--- src/rtl/apb_arb_pkg.sv ---
// Shared definitions for the two-requester APB arbiter: FSM encoding and default sizing.
package apb_arb_pkg;

    typedef enum logic [1:0] {
        StIdle   = 2'd0,
        StSetup  = 2'd1,
        StAccess = 2'd2
    } state_e;

    localparam int unsigned AWID_DEF    = 32;
    localparam int unsigned DWID_DEF    = 8;
    localparam int unsigned TIMEOUT_DEF = 255;

endpackage

--- src/rtl/apb_arb_rr.sv ---
// Two-way round-robin pick: on contention the requester not granted last wins.
module apb_arb_rr (
    input  logic [1:0] i_req,
    input  logic       i_last,
    output logic       o_gnt
);

    always_comb begin
        o_gnt = 1'b0;
        case (i_req)
            2'b01:   o_gnt = 1'b0;
            2'b10:   o_gnt = 1'b1;
            2'b11:   o_gnt = ~i_last;
            default: o_gnt = 1'b0;
        endcase
    end

endmodule

--- src/rtl/apb_master_arb.sv ---
// Arbitrates two upstream APB requesters onto one downstream APB master port,
// with a bounded ACCESS phase that forces an error completion on timeout.
module apb_master_arb
    import apb_arb_pkg::*;
#(
    parameter int unsigned AWID    = AWID_DEF,
    parameter int unsigned DWID    = DWID_DEF,
    parameter int unsigned TIMEOUT = TIMEOUT_DEF
) (
    input  logic            pclk,
    input  logic            rst_i,
    input  logic            m0_psel,
    input  logic            m0_penable,
    input  logic            m0_pwrite,
    input  logic [AWID-1:0] m0_paddr,
    input  logic [DWID-1:0] m0_pwdata,
    output logic            m0_pready,
    output logic            m0_pslverr,
    output logic [DWID-1:0] m0_prdata,
    input  logic            m1_psel,
    input  logic            m1_penable,
    input  logic            m1_pwrite,
    input  logic [AWID-1:0] m1_paddr,
    input  logic [DWID-1:0] m1_pwdata,
    output logic            m1_pready,
    output logic            m1_pslverr,
    output logic [DWID-1:0] m1_prdata,
    output logic            s_psel,
    output logic            s_penable,
    output logic            s_pwrite,
    output logic [AWID-1:0] s_paddr,
    output logic [DWID-1:0] s_pwdata,
    input  logic            s_pready,
    input  logic            s_pslverr,
    input  logic [DWID-1:0] s_prdata,
    output logic            timeout_o
);

    localparam logic [7:0] CNT_LAST = 8'(TIMEOUT - 1);

    state_e          r_state;
    logic            r_gnt;
    logic            r_last;
    logic            r_abort;
    logic            r_psel;
    logic            r_penable;
    logic            r_pwrite;
    logic [AWID-1:0] r_paddr;
    logic [DWID-1:0] r_pwdata;
    logic [7:0]      r_cnt;

    logic            w_pick;
    logic            w_gsel;
    logic            w_access;
    logic            w_ok;
    logic            w_to;
    logic            w_keep;
    logic            w_err;
    logic [DWID-1:0] w_rdata;
    logic            w_unused;

    // Upstream penable carries no information the arbiter needs.
    assign w_unused = m0_penable ^ m1_penable;

    apb_arb_rr u_rr (
        .i_req  ({m1_psel, m0_psel}),
        .i_last (r_last),
        .o_gnt  (w_pick)
    );

    assign w_gsel   = r_gnt ? m1_psel : m0_psel;
    assign w_access = (r_state == StAccess) && !rst_i;
    assign w_ok     = w_access && s_pready;
    assign w_to     = w_access && !s_pready && (r_cnt == CNT_LAST);
    // A requester that let go of psel mid-transfer never sees the result.
    assign w_keep   = (w_ok || w_to) && w_gsel && !r_abort;
    assign w_err    = w_ok ? s_pslverr : 1'b1;
    assign w_rdata  = w_ok ? s_prdata : '0;

    assign m0_pready  = w_keep && !r_gnt;
    assign m0_pslverr = m0_pready && w_err;
    assign m0_prdata  = m0_pready ? w_rdata : '0;
    assign m1_pready  = w_keep && r_gnt;
    assign m1_pslverr = m1_pready && w_err;
    assign m1_prdata  = m1_pready ? w_rdata : '0;
    assign timeout_o  = w_to;

    assign s_psel    = r_psel;
    assign s_penable = r_penable;
    assign s_pwrite  = r_pwrite;
    assign s_paddr   = r_paddr;
    assign s_pwdata  = r_pwdata;

    always_ff @(posedge pclk) begin
        if (rst_i) begin
            r_state   <= StIdle;
            r_gnt     <= 1'b0;
            r_last    <= 1'b1;
            r_abort   <= 1'b0;
            r_psel    <= 1'b0;
            r_penable <= 1'b0;
            r_pwrite  <= 1'b0;
            r_paddr   <= '0;
            r_pwdata  <= '0;
            r_cnt     <= 8'd0;
        end else begin
            unique case (r_state)
                StIdle: begin
                    if (m0_psel || m1_psel) begin
                        r_gnt     <= w_pick;
                        r_last    <= w_pick;
                        r_abort   <= 1'b0;
                        r_paddr   <= w_pick ? m1_paddr : m0_paddr;
                        r_pwdata  <= w_pick ? m1_pwdata : m0_pwdata;
                        r_pwrite  <= w_pick ? m1_pwrite : m0_pwrite;
                        r_psel    <= 1'b1;
                        r_penable <= 1'b0;
                        r_state   <= StSetup;
                    end
                end
                StSetup: begin
                    r_penable <= 1'b1;
                    r_cnt     <= 8'd0;
                    r_state   <= StAccess;
                    if (!w_gsel) r_abort <= 1'b1;
                end
                StAccess: begin
                    if (!w_gsel) r_abort <= 1'b1;
                    if (w_ok || w_to) begin
                        r_psel    <= 1'b0;
                        r_penable <= 1'b0;
                        r_state   <= StIdle;
                    end else begin
                        r_cnt <= r_cnt + 8'd1;
                    end
                end
                default: r_state <= StIdle;
            endcase
        end
    end

endmodule

--- config.mk ---
export PLATFORM = sky130hd
export DESIGN_NAME = apb_master_arb
export DESIGN_NICKNAME = d
export VERILOG_FILES = /design/src/rtl/apb_arb_pkg.sv /design/src/rtl/apb_arb_rr.sv /design/src/rtl/apb_master_arb.sv
export SDC_FILE = /design/constraint.sdc
export NUM_CORES = 1
export LEC_CHECK = 0
export BUFFER_PORTS_ARGS = -buffer_cell sky130_fd_sc_hd__clkbuf_2
export CAP_MARGIN = 20
export CORE_UTILIZATION = 48
export DETAILED_ROUTE_END_ITERATION = 8
export PLACE_DENSITY = 0.93
export SLEW_MARGIN = 20
export SYNTH_ARGS = -nofsm -noshare
export SYNTH_HDL_FRONTEND = slang
export SYNTH_SLANG_ARGS = --single-unit
--- constraint.sdc ---
create_clock -name pclk -period 2.7 [get_ports pclk]
set_clock_uncertainty 0.05 [all_clocks]
set_input_delay 0.54 -clock pclk [delete_from_list [all_inputs] [get_ports pclk]]
set_output_delay 0.54 -clock pclk [all_outputs]
set_load 0.02 [all_outputs]
==> results of run 1 <==
-- layout make-up --
class | count | area, um^2 | area share (%)
multi-input cells | 231 | 1623 | 42.66
clock inverters | 2 | 16.27 | 0.4276
repair buffers | 164 | 858.3 | 22.57
clock buffers | 6 | 72.57 | 1.908
inverters | 6 | 22.52 | 0.5921
flip-flops and latches | 56 | 1121 | 29.47
well taps | 72 | 90.09 | 2.368
-- cells by family (layout without fill, tap and decap cells) --
family / count (synthesis) / count (layout) / synth area share, %
AOI/OAI and AO/OA: 76 / 76 / 18.87
adders and majority gates: 6 / 6 / 2.591
buffers and inverters: 31 / 178 / 6.045
DFF: 56 / 56 / 38.69
muxes: 44 / 44 / 15.28
and+or+nand+nor: 105 / 105 / 18.52
-- cell usage in the layout, fill, tap and decap left out, types with 6 or more instances in the layout --
master | Yosys | final
a211oi_1 | 41 | 41
a21oi_1 | 9 | 9
and2_1 | 12 | 12
and3_1 | 10 | 10
clkbuf_2 | 0 | 159
dfxtp_1 | 56 | 56
ha_1 | 6 | 6
inv_1 | 6 | 6
mux2i_1 | 42 | 42
nand2_1 | 9 | 9
nand3_1 | 6 | 6
nor2_1 | 47 | 46
-- worst paths after layout --
check,cells after the start,end,startpoint
worst max-delay path,6,timeout_o,r_cnt[0]
worst min-delay path,2,s_penable,s_penable
worst max register to register,7,r_cnt[7],r_state[0]
worst min register to register,2,s_penable,s_penable
-- synth_stat cells (4+ instances only) --
master	count
dfxtp_1	56
nor2_1	47
mux2i_1	42
a211oi_1	41
and2_1	12
and3_1	10
clkbuf_1	10
a21oi_1	9
nand2_1	9
buf_2	8
ha_1	6
inv_1	6
nand3_1	6
a31oi_1	5
o21ai_1	5
buf_8	4
nand2b_1	4
nor2b_1	4
o211ai_1	4
-- per-stage QoR --
stage	worst slack [ns]	power, mW	util, %	instance area, um^2
2_1_floorplan	0.3749	1.621	-	2898
3_3_place_gp	0.5049	1.865	65.41	3712
3_5_place_dp	0.3961	1.897	65.41	3712
4_1_cts	0.08791	2.351	66.98	3801
5_1_grt	0.02261	2.476	67.02	3804
6_report	0.09698	2.321	67.02	3804
-- per-layer routing --
layer	global-route usage [%]	vias to the layer above
li1	-	1449
met1	24.18	1283
met2	40.77	129
met3	4.571	6
met4	7.091	0
met5	0	-
-- report_power, final --
| part | switching (mW) | internal [mW] | total, mW |
|---|---|---|---|
| combinational | 0.509 | 0.328 | 0.838 |
| clock | 0.262 | 0.185 | 0.447 |
| sequential | 0.0742 | 0.962 | 1.04 |
-- sequential cells by signal, summed over array words and instances, names as in the netlist --
name	count
s_psel	1
s_pwrite	1
s_paddr	32
r_state	2
r_cnt	8
r_gnt	1
s_penable	1
r_last	1
s_pwdata	8
r_abort	1
-- tightest hold or removal path, stage by stage (launching register included) --
cell	delay, ns
dfxtp_1	0.32
nand2b_1	0.07
mux2i_1	0.06
-- what timing repair did --
item / CTS / global route
buffers inserted: 0 / 0
hold buffers: 0 / 0
gates resized for setup: 0 / 1
endpoints found under the setup margin: 0 / 8
==> impl_metrics.tcl, run 1 <==
set metrics [dict create \
    outcome "finished, final reports clean" \
    chipHeight_um 79.70 \
    critPathMaxStageDelay_ns 0.35 \
    grt_pass1_wl_mm 10.90 \
    cts_tree "built" \
    p_leak_nw 1.853 \
    finalHoldViolations 0 \
    syn_avg_cell_area_um2 9.113 \
    numCtsBuffers 5 \
    area_delta_synth_final_pct 31.26 \
    top_layer_used "met4" \
    synth_top_area_share_pct 38.69 \
    critPathMaxFanout 5 \
    yosys_warnings 0 \
    vias 2867 \
    setup_viol 0 \
    stdcell_count 537 \
    place_hpwl_mm 5.383 \
    crit_path_end_kind "output port" \
    holdWs_ns 0.4437 \
    met1_length_mm 2.835 \
    irDropWorstVdd_mv 0.3996 \
    cp.arrival_ns 2.01 \
    grt_use_total_pct 21.80 \
    fin_tns_setup_ns 0 \
    fin_crit_sh_pct 96.41 \
    io_buffers 159 \
    yosys_most_used_dff "dfxtp_1" \
    die_width_um 79.70 \
    drt_first_pass_iters 4 \
    drive_above_1_share_pct 38.71 \
    seq_area_frac_synth_pct 38.69 \
    start_kind "flop" \
    path_cells "inv_1, ha_1, nand4_2, or2_1, nor4b_1, clkbuf_2" \
    synth_top_cell_by_area "dfxtp_1" \
    critPathTopFamily "simple AND/OR/NAND/NOR gates" \
    std_cell_rows 27 \
    wl_met3_um 483 \
    cts-root-buf "clkbuf_8" \
    grt.overflow.total 0 \
    diodes 0 \
    fmax_mhz 384.2 \
    cp_slowest_cell "dfxtp_1" \
    cap_viol_max_count 0 \
    grt_setup_unrepaired "false" \
    start_util_pct 51.06 \
    detail-route-antenna-nets 0 \
    ios 162 \
    insertion_delay_ns 0.30 \
    coreArea_um2 5675 \
    worstSetupPathType "reg -> out" \
    r2r_setup_slack_ns 0.94 \
    viasPerCell 5.339 \
    grt_max_degree 84 \
    p_per_area_nw_per_um2 610.2 \
    worst_pin_slew_ns 0.3664 \
    timing.critical_path.buf_inv 2 \
    antenna_found_initial 0 \
    dp.cells 529 \
    wirelength_mm 6.925 \
    grt_pass1_vias 2537 \
    cts_sinks 56 \
    htree_num_levels 2 \
    slew_headroom_pct 75.23 \
    nets 568 \
    netlist_area_um2 2898 \
    path_clk_slew_ns 0.10 \
    avgRoutedWirePerCell_um 12.90 \
    fillers 450 \
    fp.dieArea_um2 6352 \
    synth_nets 422 \
    gp_congestion 0.8340 \
    drc 0 \
    route.met2.wl_mm 3.525 \
    drt-initial-drc-count 107 \
    async_flop_share_pct 0 \
    cts_buffer_depth 2 \
    ys_ff_latch 56 \
    fin_crit_ns 2.603 \
    synth_edf_count 0 \
    synthTopCellsByArea "dfxtp_1 (39%), mux2i_1 (15%), a211oi_1 (11%), nor2_1 (6.1%), and2_1 (2.6%)" \
    final_max_slew_viol_count 0 \
    synthCells 318 \
    ys_types 41 \
    cp_data_required_time_ns 2.11 \
    min_path_type "reg -> reg" \
]
No activity file was read; power rests on OpenSTA's default activity.
==> run 2: changes to the inputs <==
--- a/config.mk
+++ b/config.mk
@@ -7,7 +7,9 @@
 export LEC_CHECK = 0
 export BUFFER_PORTS_ARGS = -buffer_cell sky130_fd_sc_hd__clkbuf_2
 export CAP_MARGIN = 20
-export CORE_UTILIZATION = 48
+export CELL_PAD_IN_SITES_DETAIL_PLACEMENT = 0
+export CELL_PAD_IN_SITES_GLOBAL_PLACEMENT = 1
+export CORE_UTILIZATION = 34
 export DETAILED_ROUTE_END_ITERATION = 8
 export PLACE_DENSITY = 0.93
 export SLEW_MARGIN = 20
==> run 2 against run 1 <==
  * Non-clock buffer count is 1 higher
  * Clock power increased by 2%
  * Register-to-register slack got worse by 0.05 ns
  * Core utilization is 20 points lower
  * Sequential share of layout area fell by 0.27 points
  * Sequential power about the same
==> impl_metrics.tcl, run 2 (synthesis gave the netlist of run 1 again) <==
set metrics [dict create \
    ios 162 \
    avgRoutedWirePerCell_um 12.29 \
    grt_setup_unrepaired "false" \
    holdWs_ns 0.4363 \
    met1_length_mm 2.898 \
    grt_max_degree 45 \
    dpl_cell_area_um2 3749 \
    finalHoldViolations 0 \
    cts-root-buf "clkbuf_8" \
    io_buffers 159 \
    top_layer_used "met4" \
    min_path_type "reg -> reg" \
    drive_above_1_share_pct 39.06 \
    nets 569 \
    outcome "finished, final reports clean" \
    r2r_start "r_state[0]" \
    final_max_slew_viol_count 0 \
    wirelength_mm 7.019 \
    die_width_um 94.32 \
    irDropWorstVdd_mv 0.2696 \
    drt_first_pass_iters 4 \
    final_common_cell "clkbuf_2" \
    multi_input_area_um2 1623 \
    htree_num_levels 2 \
    antenna_found_initial 0 \
    place_hpwl_mm 5.407 \
    slew_headroom_pct 72.95 \
    chipHeight_um 94.32 \
    fillers 856 \
    drc 0 \
    worstSetupPathType "reg -> out" \
    gp_congestion 0.7901 \
    r2r_setup_slack_ns 0.89 \
    diodes 0 \
    setup_viol 0 \
    cp_data_required_time_ns 2.11 \
    whs_endpoint "s_penable" \
    regArea_um2 1121 \
    wl_met3_um 483 \
    cts_buffer_depth 2 \
    viasPerCell 4.953 \
    path_clk_slew_ns 0.10 \
    fmax_mhz 405.0 \
    route.met2.wl_mm 3.570 \
    final_cell_mix "clkbuf_2 (159), dfxtp_1 (56), nor2_1 (46)" \
    hold_path_depth 2 \
    critPathMaxFanout 5 \
    grt_use_total_pct 15.36 \
    cts_sinks 56 \
    ff2ff_path_depth 6 \
    grt_pass1_wl_mm 11.02 \
    fin_crit_sh_pct 91.44 \
    grt.overflow.total 0 \
    cp.arrival_ns 1.88 \
    crit_path_end_kind "output port" \
    largest_register_ffs 32 \
    worstReg2RegEnd "s_paddr[29]" \
    worst_pin_slew_ns 0.4058 \
    grt_pass1_vias 2508 \
    vias 2828 \
    numCtsBuffers 5 \
    fp.dieArea_um2 8896 \
    hold_path_startpoint "s_penable" \
    start_kind "flop" \
    cap_viol_max_count 0 \
    detail-route-antenna-nets 0 \
    cts_hold_buffers 0 \
    area_delta_synth_final_pct 32.47 \
    postCtsSetupBuffers 0 \
    p_per_area_nw_per_um2 604.1 \
    start_util_pct 35.27 \
    cts_tree "built" \
    fin_crit_ns 2.469 \
    final_cell_area_um2 3839 \
    std_cell_rows 33 \
    coreArea_um2 8217 \
    insertion_delay_ns 0.31 \
    p_leak_nw 1.860 \
    drt-initial-drc-count 36 \
    fin_tns_setup_ns 0 \
    cts_resized 0 \
]
run 2: cell count changes in the layout (fill, tap and decap cells not counted):
cell	previous run	this run
buf_4	3	5
buf_12	2	1
clkinvlp_4	1	0
clkbuf_1	1	0
clkinv_2	0	2
run 2: per-stage QoR:
stage	utilization [%]	cells	setup slack, ns	total power [mW]
after detailed placement	45.62	563	0.4272	1.892
after CTS	46.69	571	0.1402	2.353
after floorplan	-	318	0.3749	1.621
final	46.72	571	0.2310	2.319
after global routing	46.72	571	0.03853	2.484
after global placement	45.62	563	0.4830	1.869
run 2: layout make-up:
class,instances,area share (%)
well taps,105,3.422
clock buffers,5,1.793
repair buffers,165,22.23
inverters,6,0.5867
multi-input cells,231,42.28
clock inverters,3,0.4889
flip-flops and latches,56,29.20
run 2: power by group:
part / internal [mW] / switching, mW
combinational: 0.323 / 0.508
clock: 0.182 / 0.273
sequential: 0.962 / 0.0714
total: 1.47 / 0.853
run 2: worst max-delay path by stage:
| stage | depth (start not counted) | slack, ns | endpoint | startpoint |
|---|---|---|---|---|
| floorplan | 5 | 0.37 | timeout_o | r_cnt[0] |
| global placement | 6 | 0.48 | m0_prdata[4] | rst_i |
| detailed placement | 6 | 0.43 | m0_prdata[4] | m0_psel |
| CTS | 7 | 0.14 | m0_prdata[4] | r_state[0] |
| global route | 5 | 0.04 | timeout_o | r_cnt[1] |
| finish | 6 | 0.23 | timeout_o | r_cnt[0] |
run 2: critical path, stage by stage (launching register included):
cell	delay, ns
dfxtp_1	0.35
inv_1	0.06
ha_1	0.18
nand4_2	0.19
or2_1	0.31
nor4b_1	0.24
clkbuf_2	0.23
run 2: per-layer routing:
layer,GRT usage (%),up-vias
li1,-,1450
met1,17.33,1267
met2,29.23,105
met3,3.155,6
met4,3.462,0
met5,0,-
==> run 3: changes to the inputs <==
--- a/config.mk
+++ b/config.mk
@@ -5,13 +5,14 @@
 export SDC_FILE = /design/constraint.sdc
 export NUM_CORES = 1
 export LEC_CHECK = 0
+export ABC_AREA = 1
 export BUFFER_PORTS_ARGS = -buffer_cell sky130_fd_sc_hd__clkbuf_2
 export CAP_MARGIN = 20
 export CELL_PAD_IN_SITES_DETAIL_PLACEMENT = 0
 export CELL_PAD_IN_SITES_GLOBAL_PLACEMENT = 1
-export CORE_UTILIZATION = 34
+export CORE_UTILIZATION = 31
 export DETAILED_ROUTE_END_ITERATION = 8
-export PLACE_DENSITY = 0.93
+export PLACE_DENSITY = 0.92
 export SLEW_MARGIN = 20
 export SYNTH_ARGS = -nofsm -noshare
 export SYNTH_HDL_FRONTEND = slang
==> run 3 against run 2 <==
  * Die area rose by 5.4%
  * Worst setup slack got worse by 0.097 ns
  * Synthesized cell count rose by 27%
  * Count of clock-buffer cells in the layout rose by 1
  * Power rose by 48%
  * Sequential power rose by 24%
  * Cell count rose by 16%
==> impl_metrics.tcl, run 3 <==
set metrics [dict create \
    outcome "finished, final reports clean" \
    synthCells 404 \
    setup_ws_ns 0.1340 \
    groute.layer.met2.usage_pct 28.87 \
    yosys_warnings 0 \
    dpl_cell_area_um2 3672 \
    worstSetupPathType "reg -> out" \
    place_hpwl_mm 5.496 \
    final_cell_mix "clkbuf_2 (158), nand2_1 (124), dfxtp_1 (56)" \
    area_delta_synth_final_pct 38.04 \
    setup_viol 0 \
    syn_avg_cell_area_um2 6.903 \
    drive_above_1_share_pct 34.17 \
    fin_crit_sh_pct 95.04 \
    crit_path_end_kind "output port" \
    drc 0 \
    avgRoutedWirePerCell_um 11.68 \
    numCtsBuffers 5 \
    wirelength_mm 7.756 \
    cts_tree "built" \
    synth_nets 508 \
    netlist_area_um2 2789 \
    cts_buffer_depth 2 \
    cts_sinks 56 \
    diodes 0 \
    fin_tns_setup_ns 0 \
    r2r_setup_slack_ns 0.66 \
    p_int_mw 1.941 \
    cts_hold_buffers 0 \
    grtUsageMet1_pct 19.19 \
    std_cell_rows 34 \
    dp.cells 653 \
    gp_congestion 0.7939 \
    switching_share_pct 43.57 \
    cts-root-buf "clkbuf_8" \
    fp.dieArea_um2 9380 \
    dpl_worst_slack_ns 0.2714 \
    yosys-top-cells-count "nand2_1 (124), dfxtp_1 (56), o21ai_0 (46)" \
    cap_viol_max_count 0 \
    synth.most_common_cell "nand2_1" \
    stdcell_count 664 \
    regArea_um2 1121 \
    min_path_type "in -> reg" \
    grt_util_met3_pct 3.902 \
    seq_area_frac_synth_pct 40.20 \
    p_total_mw 3.439 \
    htree_num_levels 2 \
    worst_pin_slew_ns 0.4607 \
    fin_crit_ns 2.566 \
    irDropWorstVdd_mv 0.4657 \
    viasPerCell 4.768 \
    critPathMaxFanout 5 \
    p_leak_nw 1.975 \
    p_comb_share_pct 47.0 \
    ys_ff_latch 56 \
    largest_register_ffs 32 \
    fin_util_pct 44.15 \
    grt_use_total_pct 16.17 \
    final_max_slew_viol_count 0 \
    start_util_pct 31.98 \
    antenna_found_initial 0 \
    coreArea_um2 8721 \
    io_buffers 159 \
    critPathMaxStageDelay_ns 0.35 \
    synth_top_cell_by_area "dfxtp_1" \
    cp_slowest_cell "dfxtp_1" \
    drt_first_pass_iters 5 \
    ios 162 \
    final_common_cell "clkbuf_2" \
    path_clk_slew_ns 0.10 \
    busiest_layer "met2" \
    grt_max_degree 57 \
    fillers 904 \
    ys_types 27 \
    clkPwrFrac_pct 15.8 \
    insertion_delay_ns 0.30 \
    p_seq_share_pct 37.1 \
    p_per_area_nw_per_um2 893.4 \
    detail-route-antenna-nets 0 \
    chipHeight_um 96.85 \
    grt_pass1_vias 2840 \
    synth_top_area_share_pct 40.20 \
    final_cell_area_um2 3850 \
    nets 659 \
    fmax_mhz 389.7 \
    async_flop_share_pct 0 \
    yosys_most_used_dff "dfxtp_1" \
    grt_pass1_wl_mm 12.92 \
    finalHoldViolations 0 \
    path_cells "inv_2, ha_4, inv_1, nor2_4, nand3_4, nand2_4, nand2_4, nor2_8, nand3_1, inv_1, clkbuf_2" \
    cp_data_required_time_ns 2.11 \
    start_kind "flop" \
    slew_headroom_pct 69.29 \
    die_width_um 96.85 \
    cp.arrival_ns 1.98 \
    synth_edf_count 0 \
    multi_input_area_um2 1490 \
    drt-initial-drc-count 96 \
    holdWs_ns 0.4160 \
    grt.overflow.total 0 \
    synthTopCellsByArea "dfxtp_1 (40%), nand2_1 (17%), a31oi_1 (9.2%), o21ai_0 (8.3%), inv_1 (4.4%)" \
    vias 3166 \
    power.switching_mw 1.499 \
]
-- run 3: cell types whose count changed after synthesis, moves of 26 or more --
cell / change
a31oi_1: +36
nor2_1: -26
a211oi_1: -41
inv_1: +27
nand2_1: +115
o21ai_0: +44
mux2i_1: -42
-- run 3: power groups by stage --
stage | Combinational (mW) | Sequential [mW] | Clock [mW]
6_report | 1.62 | 1.28 | 0.545
5_1_grt | 1.81 | 1.32 | 0.594
3_3_place_gp | 1.56 | 1.28 | 0
4_1_cts | 1.59 | 1.27 | 0.568
2_1_floorplan | 0.775 | 1.59 | 0
3_5_place_dp | 1.58 | 1.29 | 0
-- run 3: path summary, 6_finish.rpt --
check / startpoint / cells past startpoint / end
setup / recovery: r_state[0] / 11 / m1_prdata[6]
hold reg to reg: s_psel / 2 / s_psel
setup reg to reg: r_state[0] / 8 / s_pwdata[0]
hold / removal: m1_paddr[1] / 3 / s_paddr[1]
-- run 3: kinds of logic (layout without fill, tap and decap cells) --
logic type	count (synthesis)	count (layout)	synth area share, %
AOI/OAI and AO/OA	100	100	20.10
DFF	56	56	40.20
adders and majority gates	6	6	2.692
buffers and inverters	57	208	8.479
and+or+nand+nor	184	185	28.22
xor gates and xnor gates	1	1	0.3141
-- run 3: worst max-delay path: cells and delay by family, from the launching register on --
family	cells	cell delay [ns]
adders and majority gates	1	0.16
DFF	1	0.35
buffers and inverters	4	0.42
and+or+nand+nor	6	0.74
-- run 3: layout make-up --
class	instances	share of cell area, %
Inverter	33	3.315
Multi-Input combinational cell	292	38.71
Clock buffer	6	1.885
Clock inverter	2	0.9100
Timing Repair Buffer	167	22.55
Sequential cell	56	29.12
Tap cell	108	3.510
-- run 3: repair_timing --
item	CTS	global route
resized for setup	4	6
hold endpoints to repair	0	0
setup endpoints to repair	16	19
pin swaps	0	2
cloned	0	1
buffers inserted	0	2
-- run 3: layer usage --
layer  part of all wire [%]  wire (um)
met3                    7.4        574
met5                      0          0
met4                    1.5        117
met1                     45       3476
met2                     46       3587
